[src/rtl/cpu_ctrl_pkg.sv]
// Shared types and helpers for the CPU run/dump sequencer.
package cpu_ctrl_pkg;

  typedef enum logic [2:0] {
    IDLE  = 3'd0,
    RST   = 3'd1,
    RUN   = 3'd2,
    DRAIN = 3'd3,
    SCAN  = 3'd4,
    WAIT  = 3'd5,
    OUT   = 3'd6,
    DONE  = 3'd7
  } state_t;

  localparam logic [4:0] HALT_OP = 5'b11100;

  // HALT is the opcode with an all-zero or all-one operand field; anything else keeps running.
  function automatic logic is_halt(input logic [15:0] instr, input logic [4:0] op);
    return (instr[15:11] == op) &&
           ((instr[10:0] == 11'h000) || (instr[10:0] == 11'h7FF));
  endfunction

endpackage

[src/rtl/mem_scan_streamer.sv]
// Walks data memory from address 0 to the last address and streams nonzero words over valid/ready.
// The address never wraps; the last address ends the scan with a one-cycle scan_done.
module mem_scan_streamer #(
  parameter int ADDR_W = 16,
  parameter int DATA_W = 16
) (
  input  logic              clk,
  input  logic              reset,
  input  logic              scan_start,
  output logic              mem_rd_en,
  output logic [ADDR_W-1:0] mem_addr,
  input  logic [DATA_W-1:0] mem_rdata,
  output logic              dump_valid,
  input  logic              dump_ready,
  output logic [ADDR_W-1:0] dump_addr,
  output logic [DATA_W-1:0] dump_data,
  output logic              scan_done
);
  import cpu_ctrl_pkg::*;

  localparam logic [ADDR_W-1:0] LAST_ADDR = {ADDR_W{1'b1}};

  state_t            st_r;
  state_t            st_next_s;
  logic [ADDR_W-1:0] addr_r;
  logic              rd_en_r;
  logic              valid_r;
  logic [ADDR_W-1:0] dump_addr_r;
  logic [DATA_W-1:0] dump_data_r;
  logic              last_s;
  logic              nonzero_s;
  logic              addr_inc_s;
  logic              capture_s;
  logic              scan_done_s;

  // Scan sequencing: SCAN issues the read, WAIT inspects the word, OUT holds it until accepted.
  always_comb begin
    st_next_s   = st_r;
    addr_inc_s  = 1'b0;
    capture_s   = 1'b0;
    scan_done_s = 1'b0;
    last_s      = (addr_r == LAST_ADDR);
    nonzero_s   = (mem_rdata != {DATA_W{1'b0}});
    case (st_r)
      IDLE: begin
        if (scan_start) st_next_s = SCAN;
        else            st_next_s = IDLE;
      end
      SCAN: st_next_s = WAIT;
      WAIT: begin
        if (nonzero_s) begin
          st_next_s = OUT;
          capture_s = 1'b1;
        end else if (last_s) begin
          st_next_s   = IDLE;
          scan_done_s = 1'b1;
        end else begin
          st_next_s  = SCAN;
          addr_inc_s = 1'b1;
        end
      end
      OUT: begin
        if (dump_ready) begin
          if (last_s) begin
            st_next_s   = IDLE;
            scan_done_s = 1'b1;
          end else begin
            st_next_s  = SCAN;
            addr_inc_s = 1'b1;
          end
        end else begin
          st_next_s = OUT;
        end
      end
      default: st_next_s = IDLE;
    endcase
  end

  // State, address counter and registered memory/dump outputs.
  always_ff @(posedge clk or posedge reset) begin
    if (reset) begin
      st_r        <= IDLE;
      addr_r      <= {ADDR_W{1'b0}};
      rd_en_r     <= 1'b0;
      valid_r     <= 1'b0;
      dump_addr_r <= {ADDR_W{1'b0}};
      dump_data_r <= {DATA_W{1'b0}};
    end else begin
      st_r    <= st_next_s;
      rd_en_r <= (st_next_s == SCAN);
      valid_r <= (st_next_s == OUT);
      if ((st_r == IDLE) && scan_start) begin
        addr_r <= {ADDR_W{1'b0}};
      end else if (addr_inc_s) begin
        addr_r <= addr_r + ADDR_W'(1'b1);
      end else begin
        addr_r <= addr_r;
      end
      if (capture_s) begin
        dump_addr_r <= addr_r;
        dump_data_r <= mem_rdata;
      end else begin
        dump_addr_r <= dump_addr_r;
        dump_data_r <= dump_data_r;
      end
    end
  end

  assign mem_rd_en  = rd_en_r;
  assign mem_addr   = addr_r;
  assign dump_valid = valid_r;
  assign dump_addr  = dump_addr_r;
  assign dump_data  = dump_data_r;
  assign scan_done  = scan_done_s;

endmodule

[src/rtl/cpu_run_dump_ctrl.sv]
// Run sequencer for the 16-bit CPU: reset, run to HALT or cycle limit, drain, then dump nonzero memory.
// Owns the data-memory read port only while cpu_run is low.
module cpu_run_dump_ctrl #(
  parameter int         ADDR_W       = 16,
  parameter int         DATA_W       = 16,
  parameter int         RESET_CYCLES = 4,
  parameter int         DRAIN_CYCLES = 10,
  parameter int         MAX_CYCLES   = 1000000,
  parameter logic [4:0] HALT_OP      = cpu_ctrl_pkg::HALT_OP
) (
  input  logic              clk,
  input  logic              reset,
  input  logic              start,
  input  logic [DATA_W-1:0] instr,
  output logic              cpu_reset,
  output logic              cpu_run,
  output logic              mem_rd_en,
  output logic [ADDR_W-1:0] mem_addr,
  input  logic [DATA_W-1:0] mem_rdata,
  output logic              dump_valid,
  input  logic              dump_ready,
  output logic [ADDR_W-1:0] dump_addr,
  output logic [DATA_W-1:0] dump_data,
  output logic              busy,
  output logic              done,
  output logic              timeout,
  output logic [31:0]       cycle_count
);
  import cpu_ctrl_pkg::*;

  localparam logic [15:0] RST_LAST   = 16'(RESET_CYCLES - 1);
  localparam logic [15:0] DRAIN_LAST = 16'(DRAIN_CYCLES - 1);
  localparam logic [31:0] RUN_LIMIT  = 32'(MAX_CYCLES - 1);

  state_t      state_r;
  state_t      next_state_s;
  logic [15:0] phase_cnt_r;
  logic [31:0] cycle_count_r;
  logic        timeout_r;
  logic        cpu_reset_r;
  logic        cpu_run_r;
  logic        busy_r;
  logic        done_r;
  logic        halt_s;
  logic        limit_s;
  logic        start_acc_s;
  logic        scan_start_s;
  logic        scan_done_s;

  // Top-level phase sequencing; halt beats the cycle limit when both land together.
  always_comb begin
    next_state_s = state_r;
    start_acc_s  = 1'b0;
    scan_start_s = 1'b0;
    halt_s       = is_halt(instr[15:0], HALT_OP);
    limit_s      = (cycle_count_r == RUN_LIMIT);
    case (state_r)
      IDLE, DONE: begin
        if (start) begin
          next_state_s = RST;
          start_acc_s  = 1'b1;
        end else begin
          next_state_s = state_r;
        end
      end
      RST: begin
        if (phase_cnt_r == RST_LAST) next_state_s = RUN;
        else                         next_state_s = RST;
      end
      RUN: begin
        if (halt_s || limit_s) next_state_s = DRAIN;
        else                   next_state_s = RUN;
      end
      DRAIN: begin
        if (phase_cnt_r == DRAIN_LAST) begin
          next_state_s = SCAN;
          scan_start_s = 1'b1;
        end else begin
          next_state_s = DRAIN;
        end
      end
      SCAN: begin
        if (scan_done_s) next_state_s = DONE;
        else             next_state_s = SCAN;
      end
      default: next_state_s = IDLE;
    endcase
  end

  // State, phase/run counters, sticky timeout and registered core controls.
  always_ff @(posedge clk or posedge reset) begin
    if (reset) begin
      state_r       <= IDLE;
      phase_cnt_r   <= 16'd0;
      cycle_count_r <= 32'd0;
      timeout_r     <= 1'b0;
      cpu_reset_r   <= 1'b1;
      cpu_run_r     <= 1'b0;
      busy_r        <= 1'b0;
      done_r        <= 1'b0;
    end else begin
      state_r <= next_state_s;
      if (next_state_s != state_r) phase_cnt_r <= 16'd0;
      else                         phase_cnt_r <= phase_cnt_r + 16'd1;
      if (start_acc_s) begin
        cycle_count_r <= 32'd0;
        timeout_r     <= 1'b0;
      end else if (state_r == RUN) begin
        if (cycle_count_r != 32'hFFFF_FFFF) cycle_count_r <= cycle_count_r + 32'd1;
        else                                cycle_count_r <= cycle_count_r;
        if (limit_s && !halt_s) timeout_r <= 1'b1;
        else                    timeout_r <= timeout_r;
      end else begin
        cycle_count_r <= cycle_count_r;
        timeout_r     <= timeout_r;
      end
      // Decoding next_state keeps cpu_run low in the very cycle the scan starts reading.
      cpu_reset_r <= (next_state_s == IDLE) || (next_state_s == RST);
      cpu_run_r   <= (next_state_s == RUN) || (next_state_s == DRAIN);
      busy_r      <= (next_state_s != IDLE) && (next_state_s != DONE);
      done_r      <= (next_state_s == DONE);
    end
  end

  mem_scan_streamer #(
    .ADDR_W (ADDR_W),
    .DATA_W (DATA_W)
  ) u_scan (
    .clk        (clk),
    .reset      (reset),
    .scan_start (scan_start_s),
    .mem_rd_en  (mem_rd_en),
    .mem_addr   (mem_addr),
    .mem_rdata  (mem_rdata),
    .dump_valid (dump_valid),
    .dump_ready (dump_ready),
    .dump_addr  (dump_addr),
    .dump_data  (dump_data),
    .scan_done  (scan_done_s)
  );

  assign cpu_reset   = cpu_reset_r;
  assign cpu_run     = cpu_run_r;
  assign busy        = busy_r;
  assign done        = done_r;
  assign timeout     = timeout_r;
  assign cycle_count = cycle_count_r;

endmodule

[config.mk]
export PLATFORM = sky130hd
export DESIGN_NAME = cpu_run_dump_ctrl
export DESIGN_NICKNAME = d
export VERILOG_FILES = /design/src/rtl/cpu_ctrl_pkg.sv /design/src/rtl/mem_scan_streamer.sv /design/src/rtl/cpu_run_dump_ctrl.sv
export SDC_FILE = /design/constraint.sdc
export NUM_CORES = 1
export LEC_CHECK = 0
export ABC_CLOCK_PERIOD_IN_PS = 7900
export CORE_MARGIN = 2
export CORE_UTILIZATION = 30
export DETAILED_ROUTE_END_ITERATION = 16
export PLACE_DENSITY = 0.51
export SLEW_MARGIN = 20
export SYNTH_ARGS = -nofsm -noshare
export SYNTH_HDL_FRONTEND = slang
export SYNTH_SLANG_ARGS = --single-unit
[constraint.sdc]
create_clock -name clk -period 7.9 [get_ports clk]
set_input_delay 1.185 -clock clk [delete_from_list [all_inputs] [get_ports clk]]
set_output_delay 1.185 -clock clk [all_outputs]
set_load 0.01 [all_outputs]
# Word level (Yosys, flattened, before mapping)
# Cells that the tools add are included.
[word_totals] ramBits=0 wordCells=96 n_memories=0 regBits=109 rom_bits=0 latch_bits=0
[classes] n_shift=0 mux=34 order_cmp=0 div_mod_pow=0 addsub=3 n_mul=0 bitwise_logic=0 n_eq_ne=23 reduce_logical=22
[ops] op="two-way mux 32 bit" n=3
[ops] op="two-way mux 16 bit" n=3
[ops] op="adder 16 x 1 -> 16 bit (second input constant)" n=2
[ops] op="adder 32 x 1 -> 32 bit (second input constant)" n=1
[ops] op="equality test 32 x 20 -> 1 bit (second input constant)" n=1
[ops] op="!= test 32 bit (second input constant)" n=1
[ops] op="equality test 3 bit (second input constant)" n=8
[ops] op="two-way mux 3 bit" n=6
[ops] op="equality test 16 bit (second input constant)" n=1
[ops] op="equality test 16 x 2 -> 1 bit (second input constant)" n=1
[ops] op="equality test 16 x 4 -> 1 bit (second input constant)" n=1
[ops] op="two-way mux 1 bit" n=16
[ops] op="nonzero test 16 bit" n=1
[ops] op="case mux 3 bit (5 select lines)" n=1
[ops] op="equality test 3 x 2 -> 1 bit (second input constant)" n=4
[ops] op="case mux 3 bit (4 select lines)" n=1
[ops] op="equality test 11 bit (second input constant)" n=1
[ops] op="zero test 11 bit" n=1
[ops] op="zero test 3 bit" n=3
[ops] op="nonzero test 2 bit" n=4
[ops] op="equality test 3 x 1 -> 1 bit (second input constant)" n=2
[ops] op="equality test 5 bit (second input constant)" n=1
[ops] op="logical AND 1 bit" n=4
[ops] op="logical OR 1 bit" n=4
[ops] op="8 further kinds" n=11

# Depth between registers and ports, before layout
[logic_depth] word_depth=8 depth_mapped=10

# Cells and area by module
# Synthesis repeated with hierarchy kept, for this count alone.
[hier_totals] hier_cells=552 area_unflattened_um2=5657.9
[modules_own_cells] module="cpu_run_dump_ctrl" area_per_inst_um2=3335.7 instances=1 cells_each=359
[modules_own_cells] module="mem_scan_streamer" area_per_inst_um2=2322.2 instances=1 cells_each=193

# Least setup slack after synthesis
# Ideal clock, no wire load.
[synth_timing] kind="input to register" start="input port mem_rdata[11]" end="register u_scan.dump_addr_r[10] (netlist: u_scan.dump_addr[10])" t_arrival_ps=2624 setup_slack_ps=5151 path_stages=6 required_time_ps=7775 setup_time_ps=125 path_cell_list="nor4_1 > nand4_1 > nand2b_1 > clkbuf_1 > buf_1 > mux2_2"
[synth_via] elab_chain_cells=3
[synth_lines] element="start, declared" line="cpu_run_dump_ctrl.sv:19" source="input logic [DATA_W-1:0] mem_rdata,"
[synth_lines] element="nonzero test 16 bit" line="mem_scan_streamer.sv:43" source="nonzero_s = (mem_rdata != {DATA_W{1'b0}});"
[synth_lines] element="two-way mux 1 bit" line="mem_scan_streamer.sv:51" source="if (nonzero_s) begin"
[synth_lines] element="two-way mux 1 bit" line="mem_scan_streamer.sv:44" source="case (st_r)"
[synth_lines] element="end signal, assigned" line="mem_scan_streamer.sv:86" source="dump_addr_r <= {ADDR_W{1'b0}};"
[synth_lines] element="end signal, assigned" line="mem_scan_streamer.sv:100" source="dump_addr_r <= addr_r;"
[synth_lines] element="end signal, assigned" line="mem_scan_streamer.sv:103" source="dump_addr_r <= dump_addr_r;"
[synth_lines] element="end, declared" line="mem_scan_streamer.sv:28" source="logic [ADDR_W-1:0] dump_addr_r;"
# No other way between the ends.
# A chain may end at the register's enable or synchronous reset.

# Worst setup path in the final report
[layout_timing] start="input port mem_rdata[3]" end="register phase_cnt_r[13]"
[layout_via] elab_chain_cells=7
[layout_lines] element="nonzero test 16 bit" line="mem_scan_streamer.sv:43"
[layout_lines] element="two-way mux 1 bit" line="mem_scan_streamer.sv:51"
[layout_lines] element="case mux 1 bit (2 select lines)" line="mem_scan_streamer.sv:44"
[layout_lines] element="two-way mux 2 bit" line="cpu_run_dump_ctrl.sv:83" source="if (scan_done_s) next_state_s = DONE;"
[layout_lines] element="case mux 3 bit (5 select lines)" line="cpu_run_dump_ctrl.sv:57" source="case (state_r)"
[layout_lines] element="!= test 3 bit" line="cpu_run_dump_ctrl.sv:103" source="if (next_state_s != state_r) phase_cnt_r <= 16'd0;"
[layout_lines] element="two-way mux 16 bit" line="cpu_run_dump_ctrl.sv:103"
[layout_lines] element="end signal, assigned" line="cpu_run_dump_ctrl.sv:104" source="else phase_cnt_r <= phase_cnt_r + 16'd1;"
[layout_lines] element="end, declared" line="cpu_run_dump_ctrl.sv:37" source="logic [15:0] phase_cnt_r;"
# No other way between the ends.

==> results.sh <==
export IMPL_status="completed"
export IMPL_vias=4367
export IMPL_max_clock_freq_mhz=300
export IMPL_relSlewSlack_pct=34.3
export IMPL_antenna_found_initial=0
export IMPL_start_kind="input pin"
export IMPL_seq_area_um2=2730
export IMPL_crit_required_ns=8.11
export IMPL_intPower_mw=1.28
export IMPL_cts_hold_buffers=0
export IMPL_multi_input_area_um2=2510
export IMPL_hold_depth=1
export IMPL_r2r_slack_ns=5.22
export IMPL_port_buffers=122
export IMPL_worst_slew_pin_slew_ns=0.986
export IMPL_cts_root_buffer="clkbuf_16"
export IMPL_tritoncts="yes"
export IMPL_fillers=1678
export IMPL_critPathKind="input pin to register"
export IMPL_ios=123
export IMPL_final_area_um2=7130
export IMPL_irDropWorstVdd_uv=129
export IMPL_antenna_cells=0
export IMPL_syn_area_per_cell_um2=10.2
export IMPL_path_max_fanout=13
export IMPL_power_density_nw_per_um2=264
export IMPL_p_total_mw=1.88
export IMPL_cts_max_path_buffers=2
export IMPL_globalplace_congestion=0.799
export IMPL_synth_top_area_share_pct=50.4
export IMPL_min_path_type="register to register"
export IMPL_fin_util_pct=41.1
export IMPL_dp_hpwl_um=9530
export IMPL_p_switching_uw=599
export IMPL_ys_types=49
export IMPL_skew_ns=0.00842
export IMPL_synthTopCellsByArea="dfrtp_1, xor2_1, mux2_2"
export IMPL_grt_max_degree=59
export IMPL_initial_core_util_pct=30.9
export IMPL_path_cells="clkdlybuf4s50_1 -> nor4_1 -> nand4_1 -> o21a_1 -> o31a_1 -> a31oi_2 -> nor2_1"
export IMPL_drive_above_1_share_pct=10.2
export IMPL_drc=0
export IMPL_synth_cells=526
export IMPL_drt_initial_drc_count=251
export IMPL_ys_flop_type="dfrtp_1"
export IMPL_grt_pass1_wl_um=21800
export IMPL_cts_buffers=9
export IMPL_placed_cells=855
export IMPL_clk_pin_slew_ns=0.07
export IMPL_crit_slowest_cell="a31oi_2"
export IMPL_routed_wl_um=13200
export IMPL_num_nets_final=681
export IMPL_grtUsageTotal_pct=14.6
export IMPL_p_leak_nw=2.98
export IMPL_final_cell_mix="clkdlybuf4s50_1, dfrtp_1, nor2_1"
export IMPL_combPwrFrac_pct=32.2
export IMPL_rsz0062_at_grt="no"
export IMPL_final_common_cell="clkdlybuf4s50_1"
export IMPL_die_w_um=138
export IMPL_yosysTopAreaCell="dfrtp_1"
export IMPL_clock_sinks=109
export IMPL_die_h_um=138
export IMPL_power_frac_seq_pct=42.0
export IMPL_pwr_share_clk_pct=25.8
export IMPL_ys_ff_latch=109
export IMPL_setup_ws_ns=4.57
export IMPL_finalSetupViolCount=0
export IMPL_worstRegToRegCells=7
export IMPL_h_tree_depth=3
export IMPL_final_max_slew_viol_count=0
export IMPL_synth_area_um2=5360
export IMPL_hold_ws_ns=0.495
export IMPL_crit_arrival_ns=3.54
export IMPL_die_area_um2=19000
export IMPL_cts_setup_buffers=0
export IMPL_wl_per_cell_um=15.2
export IMPL_fin_crit_sh_pct=42.1
export IMPL_fin_setup_tns_ns=0
export IMPL_post_cts_resized=0
export IMPL_swShare_pct=31.8
export IMPL_grt_pass1_vias=4278
export IMPL_synthArstFlopShare_pct=100
export IMPL_ys_seq_area_share_pct=50.9
export IMPL_yosysWarnings=0
export IMPL_place_area_um2=6810
export IMPL_dp_slack_ns=4.07
export IMPL_core_um2=17400
export IMPL_syn_nets=566
export IMPL_synth_edf_count=0
export IMPL_hold_viol_final=0
export IMPL_final_cells=871
export IMPL_crit_path_max_incr_delay_ns=0.50
export IMPL_dr_pass1_iters=4
export IMPL_grt_overflow_total=0
export IMPL_max_cap_viol_count=0
export IMPL_area_growth_pct=33.0
export IMPL_row_count=48
export IMPL_min_period_ns=3.33
export IMPL_end_kind="register"
export IMPL_via_per_inst=5.01
export IMPL_clk_latency_ns=0.35
export IMPL_ant_nets=0
==> worst max-delay path, delay by kind of cell <==
| family | cells | cell delay [ns] |
|---|---|---|
| compound gates | 3 | 1.09 |
| buf+inv | 1 | 0.42 |
| simple gates | 3 | 0.85 |
==> layer usage <==
layer	up-vias	GRT usage, %	routed length (µm)
met1	2130	19.5	6330
met2	120	23.7	6070
met5	-	0	0
li1	2105	-	-
met3	12	2.94	681
met4	0	4.70	152
==> cells in the mapped netlist (all sizes together), types with 5 or more instances <==
| library cell | n |
|---|---|
| nor2 | 69 |
| a21oi | 5 |
| inv | 6 |
| o21ai | 16 |
| dfrtp | 108 |
| nand3 | 41 |
| nand2b | 6 |
| xor2 | 45 |
| and3 | 12 |
| nand2 | 34 |
| and4 | 10 |
| and2 | 11 |
| nand4 | 39 |
| nor3 | 12 |
| clkbuf | 15 |
| nor4 | 17 |
| mux2 | 32 |
| buf | 9 |
==> logic make-up after synthesis <==
| family | share of synthesized area (%) |
|---|---|
| buffers and inverters | 2.36 |
| adder cells (fa/ha/maj) | 1.12 |
| AO/OA/AOI/OAI | 4.13 |
| multiplexers | 6.91 |
| AND/OR/NAND/NOR | 26.6 |
| XOR/XNOR | 8.01 |
| flip-flops | 50.9 |
==> path summary, 6_finish.rpt <==
kind / start / to
setup / recovery: mem_rdata[3] / phase_cnt_r[13]
hold / removal: phase_cnt_r[0] / phase_cnt_r[0]
setup reg to reg: cycle_count[0] / phase_cnt_r[13]
hold reg to reg: phase_cnt_r[0] / phase_cnt_r[0]
max in group asynchronous: reset / phase_cnt_r[7]
min in group asynchronous: reset / u_scan.dump_data[9]
==> layout make-up <==
cell class	count	area share [%]
clock buffers	11	3.26
clock inverters	5	1.18
inverters	6	0.351
multi-input cells	387	35.2
flip-flops and latches	109	38.3
well taps	225	3.95
repair buffers	128	17.8
==> power by group through the flow <==
stage	combinational (mW)	sequential, mW	clock, mW
after floorplan	0.302	0.811	0
after global placement	0.613	0.799	0
after detailed placement	0.617	0.803	0
after CTS	0.620	0.792	0.501
after global routing	0.672	0.811	0.522
final	0.607	0.790	0.485
==> sequential cells by signal, indices dropped and copies added, names as in the netlist, 3 cells and up <==
signal and flops:
cycle_count 32, phase_cnt_r 16, u_scan.dump_addr 16, u_scan.dump_data 16
u_scan.mem_addr 16, state_r 3, u_scan.st_r 3
No activity file was read; power rests on OpenSTA's default activity.
